## config.mk

```make
export PLATFORM = sky130hd
export DESIGN_NAME = rf_write_arbiter
export DESIGN_NICKNAME = d
export VERILOG_FILES = /design/src/rtl/rf_write_arbiter.sv
export SDC_FILE = /design/constraint.sdc
export NUM_CORES = 1
export LEC_CHECK = 0
export CAP_MARGIN = 40
export CORE_MARGIN = 1.5
export CORE_UTILIZATION = 41
export CTS_CLUSTER_DIAMETER = 120
export DETAILED_ROUTE_END_ITERATION = 7
export GPL_TIMING_DRIVEN = 0
export PLACE_DENSITY = 0.91
export SYNTH_ARGS = -nofsm -noshare
export SYNTH_HDL_FRONTEND = slang
export SYNTH_SLANG_ARGS = --single-unit
```

## constraint.sdc

```tcl
create_clock -name clk -period 2.6 [get_ports clk]
set_clock_uncertainty 0.15 [all_clocks]
set_input_delay 0.52 -clock clk [delete_from_list [all_inputs] [get_ports clk]]
set_output_delay 0.52 -clock clk [all_outputs]
set_load 0.05 [all_outputs]
```

## src/rtl/rf_write_arbiter.sv

```systemverilog
// Register-file write-port arbiter: round-robin between ALU (A) and load (B)
// writeback, registered write drive, and a per-register pending-write scoreboard.
module rf_write_arbiter #(
  parameter int DATA_W = 8,
  parameter int ADDR_W = 3,
  localparam int NREG = 2 ** ADDR_W
) (
  input  logic              clk,
  input  logic              rst,
  input  logic              a_valid,
  output logic              a_ready,
  input  logic [ADDR_W-1:0] a_reg,
  input  logic [DATA_W-1:0] a_data,
  input  logic              b_valid,
  output logic              b_ready,
  input  logic [ADDR_W-1:0] b_reg,
  input  logic [DATA_W-1:0] b_data,
  input  logic              rsv_valid,
  input  logic [ADDR_W-1:0] rsv_reg,
  input  logic [ADDR_W-1:0] chk_reg1,
  input  logic [ADDR_W-1:0] chk_reg2,
  output logic              hazard,
  output logic [NREG-1:0]   busy,
  output logic              rf_we,
  output logic [ADDR_W-1:0] rf_waddr,
  output logic [DATA_W-1:0] rf_wdata,
  output logic              err_unrsv
);

  // prio_r: 1'b0 favours A, 1'b1 favours B when both request
  logic              prio_r;
  logic              rf_we_r;
  logic [ADDR_W-1:0] rf_waddr_r;
  logic [DATA_W-1:0] rf_wdata_r;
  logic [NREG-1:0]   busy_r;
  logic              err_unrsv_r;

  logic              a_grant_s;
  logic              b_grant_s;
  logic              xfer_s;
  logic [ADDR_W-1:0] win_reg_s;
  logic [DATA_W-1:0] win_data_s;
  logic [NREG-1:0]   busy_nxt_s;
  logic              hazard_s;

  // Grant selection, winning payload and hazard lookup
  always_comb begin
    a_grant_s  = 1'b0;
    b_grant_s  = 1'b0;
    win_reg_s  = a_reg;
    win_data_s = a_data;
    hazard_s   = 1'b0;
    if (rst) begin
      a_grant_s = 1'b0;
      b_grant_s = 1'b0;
    end else if (a_valid && (!b_valid || (prio_r == 1'b0))) begin
      a_grant_s = 1'b1;
    end else if (b_valid) begin
      b_grant_s  = 1'b1;
      win_reg_s  = b_reg;
      win_data_s = b_data;
    end else begin
      a_grant_s = 1'b0;
      b_grant_s = 1'b0;
    end
    if (rst) begin
      hazard_s = 1'b0;
    end else begin
      hazard_s = busy_r[chk_reg1] | busy_r[chk_reg2];
    end
  end

  assign xfer_s = a_grant_s | b_grant_s;

  // Scoreboard next state: retire the write in flight, then apply a new
  // reservation so a same-index set overrides the clear.
  always_comb begin
    busy_nxt_s = busy_r;
    if (rf_we_r) begin
      busy_nxt_s[rf_waddr_r] = 1'b0;
    end else begin
      busy_nxt_s = busy_r;
    end
    if (rsv_valid) begin
      busy_nxt_s[rsv_reg] = 1'b1;
    end else begin
      busy_nxt_s = busy_nxt_s;
    end
  end

  // Priority pointer, write-port drive, scoreboard and sticky error
  always_ff @(posedge clk or posedge rst) begin
    if (rst) begin
      prio_r      <= 1'b0;
      rf_we_r     <= 1'b0;
      rf_waddr_r  <= {ADDR_W{1'b0}};
      rf_wdata_r  <= {DATA_W{1'b0}};
      busy_r      <= {NREG{1'b0}};
      err_unrsv_r <= 1'b0;
    end else begin
      if (a_grant_s) begin
        prio_r <= 1'b1;
      end else if (b_grant_s) begin
        prio_r <= 1'b0;
      end
      rf_we_r <= xfer_s;
      if (xfer_s) begin
        rf_waddr_r <= win_reg_s;
        rf_wdata_r <= win_data_s;
        if (!busy_r[win_reg_s]) begin
          err_unrsv_r <= 1'b1;
        end
      end
      busy_r <= busy_nxt_s;
    end
  end

  assign a_ready   = a_grant_s;
  assign b_ready   = b_grant_s;
  assign hazard    = hazard_s;
  assign busy      = busy_r;
  assign rf_we     = rf_we_r;
  assign rf_waddr  = rf_waddr_r;
  assign rf_wdata  = rf_wdata_r;
  assign err_unrsv = err_unrsv_r;

endmodule

```

After elaboration in Yosys (flattened, before gate mapping):

Index checks and enable logic that the tools add are counted.

* bits in registers: 22
* input bits: 36
* output and inout bits: 24
* word-level logic and storage cells: 53

* order comparisons: 7
* multiplexer cells: 26
* bitwise gates (word level): 7
* reductions and logical operators: 7

Operators with widths (number)
* 8-bit 2-to-1 mux: 5
* 3-bit by 4-bit < comparator with 1-bit output (second input constant): 5
* 1-bit 2-to-1 mux: 13
* 1-bit binary-select mux with 3-bit select: 3
* 3-bit 2-to-1 mux: 3
* 8-bit bitwise AND: 1
* 8-bit inverter: 1
* 8-bit bitwise OR: 1
* 1-bit demux with 3-bit select: 2
* 3-bit by 1-bit >= comparator with 1-bit output (second input constant): 2
* 1-bit logical AND: 3
* 1-bit inverter: 2
* 1-bit bitwise OR: 2
* 2-bit AND reduction: 1
* 2-bit nonzero test: 1
* 1-bit zero test: 1
* 1-bit logical OR: 1

Depth between registers and ports, before layout:

* depth after elaboration: 9
* gate-level depth with buffers: 7
* depth with buffers taken out: 7

Worst setup path after synthesis:

No wires, ideal clock.

* kind: reg2out
* from: register busy_r[7], in the netlist busy[7]
* to: output port hazard
* arrival: 1.831 ns
* data required time: 1.930 ns
* path slack: 0.099 ns
* stages on the path, launching flop included: 4
* buffers on the path: 0
* cells stage by stage: dfrtp_1 mux4_2 mux2i_1 a21oi_1

* word-level cells in the longest chain between the ends: 4

RTL lines
* start, declared: RTL line 35 `logic [NREG-1:0] busy_r;`
* start signal, assigned: RTL line 98 `busy_r <= {NREG{1'b0}};`
* start signal, assigned: RTL line 114 `busy_r <= busy_nxt_s;`
* 1-bit binary-select mux with 3-bit select: RTL line 69 `hazard_s = busy_r[chk_reg1] | busy_r[chk_reg2];`
* 1-bit 2-to-1 mux (not written as such): RTL line 69
* 1-bit bitwise OR *: RTL line 69
* 1-bit 2-to-1 mux *: RTL line 66 `if (rst) begin`
* end, declared: RTL line 22 `output logic hazard,`

Every way passes the cells marked *; elsewhere a longest branch is shown, timed or not. The select of a mux whose other input is x is not followed.

Worst setup path after layout:

* from: input port a_valid
* to: output port a_ready

* word-level cells in the longest chain between the ends: 3

RTL lines
* start, declared: RTL line 10 `input logic a_valid,`
* 1-bit logical AND: RTL line 56 `end else if (a_valid && (!b_valid || (prio_r == 1'b0))) begin`
* 1-bit 2-to-1 mux: RTL line 56
* 1-bit 2-to-1 mux: RTL line 53 `if (rst) begin`
* end, declared: RTL line 11 `output logic a_ready,`

Every way passes these cells.

==> summary.md <==
| Metric | Value |
|---|---|
| Remaining DRCs | 0 |
| Worst skew pair latency | 0.31 ns |
| Mapped Nets | 164 |
| RR Startpoint | prio_r |
| Worst setup path start | a_valid |
| Avg WL per Cell | 16.2 um |
| Largest net degree at the start of global routing | 13 |
| Filler instances | around 250 |
| Top Ports | 60 |
| Largest buffer count on any clock path | 2 |
| First-pass GRT wire length | slightly above 6000 um |
| Maxcap violations | 0 |
| Die area | roughly 3500 sq um |
| Fin area | 1990 sq um |
| GR Util All Layers | 0.225 |
| Ant. Diodes | 0 |
| Post-cts hold buffer count | 0 |
| DIE HEIGHT | 59.5 um |
| Routed Wire Length | 3840 um |
| Starting Density | 0.429 |
| Final ANT Viol Nets | 0 |
| Port bufs | 59 |
| Main area contributors after synthesis | dfrtp_1, nand2_1, mux4_2 |
| Register bit total from synthesis | 22 |
| Largest area contributor in the netlist | dfrtp_1 |
| RSZ-0062 raised after global routing | no |
| Post-synth cell types | 36 |
| Cells on worst reg2reg path | 5 |
| Final setup viols | 0 |
| Status | finished clean |
| CTS tree | done |
| Asr flop ratio synth | 1.00 |
| CP Data Required Time | roughly 1.9 ns |
| Crit path kind | in2out |
| Width of the chip | 59.5 um |
| PD cells | 829 nW/um^2 |
| Gpl congestion | 0.837 |
| Critical-path top delay cell | clkdlybuf4s50_1 |
| Top-area cell type share of the netlist area | 0.421 |
| 1st-pass router iterations | 4 |
| Initial DRC count | between 70 and 80 |
| Buf/Inv on CP | 4 |
| Clock period minus final worst setup slack | 2.56 ns |
| Top cells by count, synth | nand2_1, dfrtp_1, o21ai_0 |
| Worst EP arrival | 1.89 ns |
| Critical-path cell list | clkdlybuf4s50_1, and3_1, buf_2, buf_4, buf_4 |
| Sequential-to-total area share from yosys stat | 0.421 |
| Via density per instance | roughly 5.6 |
| R2R Path End | err_unrsv |
| Post-synth EDFFs | 0 |
| Final #Nets | 230 |
| Synth Area per Inst | 10.2 sq um |
| Max-slew violation count | 0 |
| Least-Margin Pin Slew | 0.538 ns |
| Most common cell in the synthesized netlist | nand2_1 |
| F_max | roughly 390 MHz |
| Crit-path max cell delay | 0.56 ns |
| Via Count | roughly 1300 |
| Ys flop type | dfrtp_1 |
| Worst slew margin | 0.640 |
| Placed insts | 231 |
| Critical path's top delay family | buffers and inverters |
| Min-Delay Path Class | in2async |
| Leak | 0.817 nW |
| DP Wirelength | 2930 um |
| Core area | 3050 sq um |
| Clock sink count | 22 |
| CTS clk-pin slew, worst paths | 0.13 ns |
| Crit Path Max Fanout | 10 |
| Grt total ovfl | 0 |
| Antenna violations before repair | 0 |
| Worst vdd ir | 0.410 mV |
| Layout cell share with drive strength beyond 1 | 0.150 |
| FP Rows | 20 |
| Inserted Clock Buffers | 3 |
| Layout area overhead | 52.3% |
| Area post-placement | between 1500 and 2000 sq um |
| Root Driver | clkbuf_4 |
| Syn Inst Count | between 100 and 150 |
| Mapped Area | 1310 sq um |
| Number of global-route vias before repair | 1308 |
| Fin. Hold Viols | 0 |
| CP dominant cell by count | buf_4 |
| H-tree depth | 1 |
| CP endpoint kind | output port |
| Layout Cells excl Fill | 237 |
| Final period util | 0.983 |
| Synth warnings | 0 |
| R2r setup slk | approximately 0.92 ns |
| Crit start category | input port |
## worst max-delay path by stage
stage / end / slack [ns] / cells past startpoint
global route: a_ready / 0.02 / 5
floorplan: hazard / 0.1 / 3
detailed placement: a_ready / -1.28 / 6
global placement: a_ready / -1.23 / 6
CTS: a_ready / 0.06 / 5
finish: a_ready / 0.04 / 5
## logic make-up (layout without fill, tap and decap cells)
group / count (synthesis) / count (layout) / synth area share
AO/OA/AOI/OAI: 42 / 42 / 0.215
buffers and inverters: 8 / 73 / 0.0430
flip-flops: 22 / 22 / 0.421
multiplexers: 9 / 9 / 0.107
AND/OR/NAND/NOR: 47 / 47 / 0.214
## worst register-to-register path, delay by kind of cell, from the launching register on
kind | cells | cell delay, ns
compound gates | 4 | 0.79
flops | 1 | 0.45
simple gates | 1 | 0.19
## placed cells by master (no fill, tap or decap), types with 5 or more instances in the layout
master / n
a22oi_1: 8
clkdlybuf4s50_1: 51
dfrtp_1: 22
dlygate4sd2_1: 5
mux2i_1: 5
nand2_1: 25
nand2b_1: 6
o21ai_0: 17
## state kept, by name, indices dropped and copies added (netlist names)
register	cells
busy	8
rf_we	1
rf_waddr	3
err_unrsv	1
rf_wdata	8
prio_r	1
## area by class of cell
type / instances / area, sq um / area share
Timing Repair inverter: 1 / 5.00 / 0.00251
Buffer: 3 / 27.5 / 0.0138
Sequential cell: 22 / 551 / 0.276
Multi-Input combinational cell: 98 / 702 / 0.352
Inverter: 5 / 35.0 / 0.0176
Clock buffer: 4 / 36.3 / 0.0182
Tap cell: 44 / 55.1 / 0.0276
Timing Repair Buffer: 60 / 582 / 0.292
## through the flow
| step | hold WS, ns | TNS [ns] | setup WS (ns) | power (mW) | util |
|---|---|---|---|---|---|
| 6_report | 0.303 | 0 | 0.0438 | 1.65 | 0.653 |
| 5_1_grt | 0.326 | 0 | 0.0151 | 1.73 | 0.653 |
| 4_1_cts | 0.297 | 0 | 0.0601 | 1.65 | 0.653 |
| 3_5_place_dp | 0.311 | -4.26 | -1.28 | 1.46 | 0.640 |
| 3_3_place_gp | 0.311 | -3.35 | -1.23 | 1.44 | 0.640 |
| 2_1_floorplan | 0.364 | 0 | 0.0986 | 1.11 | - |
## report_power, final
group          leakage [nW]  total [mW]  switching, mW  internal [mW]
sequential            0.250       0.559          0.123          0.436
clock                0.0210       0.190          0.105         0.0854
combinational         0.546       0.903          0.556          0.347
## repair_timing
item | in CTS | in global routing
setup buffers | 1 | 0
resized for setup | 24 | 0
setup endpoints to repair | 3 | 0
## layer usage
metal	wire, um	vias to the layer above	track usage
met5	0	-	0
met4	90	0	0.105
met3	232	10	0.0328
met2	2000	58	0.372
met1	1520	659	0.290
li1	-	609	-
Power figures use the tool's default switching activity.
